## src/rtl/turn_controller.sv

```systemverilog
// Blackjack round sequencer: initial deal, player hit/stand turns, dealer draw-to-stand, outcome resolution.
// Latency: one cycle per state; dealReq rises the cycle after a deal state is entered and drops the cycle after dealDone.
// Backpressure: a deal request is held until dealDone; a button press is acted on only once ready is released.
package turn_controller_pkg;
    typedef enum logic [1:0] {
        NONE  = 2'd0,
        HIT   = 2'd1,
        STAND = 2'd2
    } gameCommand;
endpackage

module turn_controller #(
    parameter int DEALER_STAND = 17,
    parameter int BUST_LIMIT   = 21
) (
    input  logic                            clk,
    input  logic                            reset,
    input  logic                            start,
    input  logic                            ready,
    input  turn_controller_pkg::gameCommand command,
    input  logic [4:0]                      playerTotal,
    input  logic [4:0]                      dealerTotal,
    input  logic                            dealDone,
    output logic                            turnIndicator,
    output logic                            dealReq,
    output logic                            dealTarget,
    output logic                            roundDone,
    output logic [1:0]                      result
);
    import turn_controller_pkg::*;

    typedef enum logic [3:0] {
        IDLE,
        INIT_DEAL,
        PLAYER_WAIT,
        PLAYER_RELEASE,
        PLAYER_DEAL,
        PLAYER_CHECK,
        DEALER_CHECK,
        DEALER_DEAL,
        RESOLVE,
        DONE
    } state_t;

    localparam logic [4:0] STAND_LIM = 5'(DEALER_STAND);
    localparam logic [4:0] BUST_LIM  = 5'(BUST_LIMIT);

    localparam logic [1:0] RES_NONE   = 2'd0;
    localparam logic [1:0] RES_PLAYER = 2'd1;
    localparam logic [1:0] RES_DEALER = 2'd2;
    localparam logic [1:0] RES_PUSH   = 2'd3;

    state_t     state;
    logic [1:0] deal_cnt;
    logic       hit_pending;

    always_ff @(posedge clk or negedge reset) begin
        if (!reset) begin
            state         <= IDLE;
            deal_cnt      <= 2'd0;
            hit_pending   <= 1'b0;
            turnIndicator <= 1'b0;
            dealReq       <= 1'b0;
            dealTarget    <= 1'b0;
            roundDone     <= 1'b0;
            result        <= RES_NONE;
        end else begin
            case (state)
                IDLE, DONE: begin
                    if (start) begin
                        result    <= RES_NONE;
                        roundDone <= 1'b0;
                        deal_cnt  <= 2'd0;
                        state     <= INIT_DEAL;
                    end
                end
                // Odd deal slots go to the dealer: player, dealer, player, dealer.
                INIT_DEAL: begin
                    if (!dealReq) begin
                        dealReq    <= 1'b1;
                        dealTarget <= deal_cnt[0];
                    end else if (dealDone) begin
                        dealReq  <= 1'b0;
                        deal_cnt <= deal_cnt + 2'd1;
                        if (deal_cnt == 2'd3) begin
                            state <= PLAYER_CHECK;
                        end
                    end
                end
                PLAYER_CHECK: begin
                    if (playerTotal > BUST_LIM) begin
                        state <= RESOLVE;
                    end else begin
                        turnIndicator <= 1'b1;
                        state         <= PLAYER_WAIT;
                    end
                end
                PLAYER_WAIT: begin
                    if (ready && (command == HIT || command == STAND)) begin
                        hit_pending   <= (command == HIT);
                        turnIndicator <= 1'b0;
                        state         <= PLAYER_RELEASE;
                    end
                end
                // Waiting for release makes a held button count as a single press.
                PLAYER_RELEASE: begin
                    if (!ready) begin
                        state <= hit_pending ? PLAYER_DEAL : DEALER_CHECK;
                    end
                end
                PLAYER_DEAL: begin
                    if (!dealReq) begin
                        dealReq    <= 1'b1;
                        dealTarget <= 1'b0;
                    end else if (dealDone) begin
                        dealReq <= 1'b0;
                        state   <= PLAYER_CHECK;
                    end
                end
                DEALER_CHECK: begin
                    state <= (dealerTotal < STAND_LIM) ? DEALER_DEAL : RESOLVE;
                end
                DEALER_DEAL: begin
                    if (!dealReq) begin
                        dealReq    <= 1'b1;
                        dealTarget <= 1'b1;
                    end else if (dealDone) begin
                        dealReq <= 1'b0;
                        state   <= DEALER_CHECK;
                    end
                end
                RESOLVE: begin
                    if (playerTotal > BUST_LIM) begin
                        result <= RES_DEALER;
                    end else if (dealerTotal > BUST_LIM) begin
                        result <= RES_PLAYER;
                    end else if (playerTotal > dealerTotal) begin
                        result <= RES_PLAYER;
                    end else if (dealerTotal > playerTotal) begin
                        result <= RES_DEALER;
                    end else begin
                        result <= RES_PUSH;
                    end
                    roundDone <= 1'b1;
                    state     <= DONE;
                end
                default: state <= IDLE;
            endcase
        end
    end
endmodule

```

## config.mk

```make
export PLATFORM = sky130hd
export DESIGN_NAME = turn_controller
export DESIGN_NICKNAME = d
export VERILOG_FILES = /design/src/rtl/turn_controller.sv
export SDC_FILE = /design/constraint.sdc
export NUM_CORES = 1
export LEC_CHECK = 0
export CAP_MARGIN = 15
export CORE_MARGIN = 4
export CORE_UTILIZATION = 30
export CTS_BUF_LIST = sky130_fd_sc_hd__clkbuf_4
export DETAILED_ROUTE_END_ITERATION = 8
export DONT_BUFFER_PORTS = 1
export PLACE_DENSITY = 0.46
export RECOVER_POWER = 100
export SLEW_MARGIN = 20
export SYNTH_ARGS = -nofsm -noshare
export SYNTH_HDL_FRONTEND = slang
export SYNTH_SLANG_ARGS = --single-unit
export TNS_END_PERCENT = 100
```

## constraint.sdc

```tcl
create_clock -name clk -period 4.8 [get_ports clk]
set_clock_uncertainty 0.05 [all_clocks]
set_input_delay 1.44 -clock clk [delete_from_list [all_inputs] [get_ports clk]]
set_output_delay 1.44 -clock clk [all_outputs]
set_load 0.01 [all_outputs]
```

==> run metrics <==
Worst IR Drop VDD=0.166 mV; DRC viols=0; most frequent CP cell=a211oi_1; Sw Pwr=0.291 mW; kind of critical path=input port to register; WP data arrival=2.81 ns; worst path bufs/invs=1; CP startpoint=command[1]; Initial DRT Pass Iterations=4; worst hold start=hit_pending; Hold Crit Class=register to register; Detailed Place HPWL=1760 µm; Crit-path slowest cell=a211oi_1; fraction of registers with async set/reset=1.00; Main synth FF type=dfrtp_1; normalized max-slew margin=0.450; wirelength, routed=2360 µm; Finished Cell Area=1080 µm²; GR peak layer=met2; GRT Overall Usage=0.116; Tmin final=2.65 ns; critical path cell sequence=inv_1 > ha_1 > nor2b_1 > a211oi_1 > a211oi_1 > o21a_1 > mux2i_1; final hold vios=0; post-synthesis sequential area ratio=0.313; reg2reg start=state[2]; crit-path max cell delay=0.41 ns; setup_tns=0 ns; area added between synthesis and finish=3.97%; kind of start point of the critical path=input port; Worst Path Required=4.96 ns; area of the core=3340 µm²; CTS clock-pin slew for the worst setup and hold paths=0.08 ns; Lkg Pwr=0.469 nW; Ports=23; Die Y=66.9 µm; DR WL/cell=14.1 µm; cell row count=21; Synthesized Nets=147; met1 Resource Use GR=0.158; Synth Warn #=0; CTS root buffer=clkbuf_4; Largest delay share family, worst path=compound AO/OA/AOI/OAI gates; Reg power frac=0.415; htree depth=1; die area=4480 µm²; share of cells above drive strength 1=0.0744; Starting Density=0.312; number of synthesized flops with an enable pin=0; GRT overflow=0; Fin Hold WS=0.469 ns; GP Congestion=0.740; CTS buffer count=3; vias in the first global route=802; setup violators final=0; clk sinks=13; Post-Syn Instances=123; Switching Fraction=0.464; 1st-iter DRT viols=33; met2 track demand over resource=0.165; clock network power share=0.123; combinational share of power=0.461; antenna violations before repair=0; Synth Area per Inst=8.46 µm²; Worst Path Max Fanout=4; largest net degree at the start of global routing=21; unrepaired setup endpoints after global routing=no; Tcrit/Tclk final=0.552; Area after DPL=1070 µm²; Port Buffers=0; Yosys cell types=38; number of synthesized register bits=13; GR Util met3=0.0405; status=completed; Max Slew Vio Count=0; worst-skew pair later-pin latency=0.28 ns; die width=66.9 µm; global-route wire length before repair=3880 µm; via/cell ratio=5.28; TritonCTS clock tree=done; Worst Setup End Kind=register; synthesized cell area=1040 µm²; PD cells=579 nW/µm²; setup bufs post-CTS=0; cts repair resizes=0; via count=881; Worst Max-Slew Pin Slew=0.804 ns; Post-DRT Antenna Nets=0; cts-stage hold buffer count=0; Max-Cap Viols=0; final net count=146; Fmax=377 MHz; n_diodes=0; maximum root-to-sink buffer count=2; Internal=0.336 mW
==> layout make-up <==
class	count	area (µm²)
inverters	13	48.8
multi-input cells	91	621
well taps	46	57.6
flip-flops and latches	13	325
fillers	370	2250
clock buffers	4	30.0
==> power groups by stage <==
stage / clock (mW) / combinational, mW / sequential, mW
after floorplan: 0 / 0.319 / 0.199
after CTS: 0.0821 / 0.305 / 0.262
after detailed placement: 0 / 0.304 / 0.265
after global placement: 0 / 0.305 / 0.264
final: 0.0773 / 0.289 / 0.260
after global routing: 0.0868 / 0.330 / 0.272
==> flip-flops by register name, summed over array words and instances, names as in the netlist <==
name           cells
roundDone          1
state              4
hit_pending        1
dealReq            1
deal_cnt           2
dealTarget         1
result             2
turnIndicator      1
==> per-stage QoR <==
stage	cells	total power, mW	worst slack, ns	util
final	167	0.626	2.15	0.324
after global routing	167	0.688	2.01	0.324
after CTS	167	0.650	2.29	0.330
after detailed placement	163	0.570	1.98	0.321
after global placement	163	0.568	2.04	0.321
after floorplan	123	0.518	2.14	-
==> path summary, 6_finish.rpt <==
check	end	slack, ns	cells past startpoint
worst max-delay path	state[0]	2.15	7
worst min-delay path	hit_pending	0.47	1
worst max register to register	state[1]	2.49	5
worst min register to register	hit_pending	0.47	1
max in group asynchronous	state[0]	3.84	0
min in group asynchronous	dealReq	0.79	0
==> placed cells by master (no fill, tap or decap), types with 3 or more instances in the layout <==
| cell type | instances |
|---|---|
| inv_1 | 13 |
| dfrtp_1 | 13 |
| nand2_1 | 11 |
| nor2_1 | 9 |
| a21oi_1 | 8 |
| ha_1 | 7 |
| o21ai_0 | 6 |
| nand4_1 | 4 |
| mux2_2 | 4 |
| a211oi_1 | 4 |
| nand3_1 | 4 |
| clkbuf_4 | 4 |
| a31oi_1 | 3 |
==> cells in the mapped netlist (all sizes together), types with 3 or more instances <==
cell type  number  share of area
dfrtp          13           0.31
inv            13          0.047
nand2          11          0.040
nor2            9          0.032
a21oi           8          0.038
ha              7          0.084
o21ai           6          0.029
a211oi          4          0.034
mux2            4          0.043
nand3           4          0.019
nand4           4          0.024
a31oi           3          0.018
buf             3          0.017
clkbuf          3          0.011
o22ai           3          0.024
==> metal layers <==
layer  wire (µm)  vias up
li1            -      450
met1        1120      410
met2        1070       16
met3         131        5
met4          37        0
met5           0        -
==> kinds of logic (layout without fill, tap and decap cells) <==
group / after synthesis / after routing / synth area share
flip-flops: 13 / 13 / 0.312
AND/OR/NAND/NOR: 38 / 38 / 0.184
buffers and inverters: 19 / 17 / 0.0745
XOR/XNOR: 1 / 1 / 0.00841
AO/OA/AOI/OAI: 39 / 39 / 0.274
adder cells (fa/ha/maj): 7 / 7 / 0.0841
multiplexers: 6 / 6 / 0.0625
No activity file was read; power rests on OpenSTA's default activity.
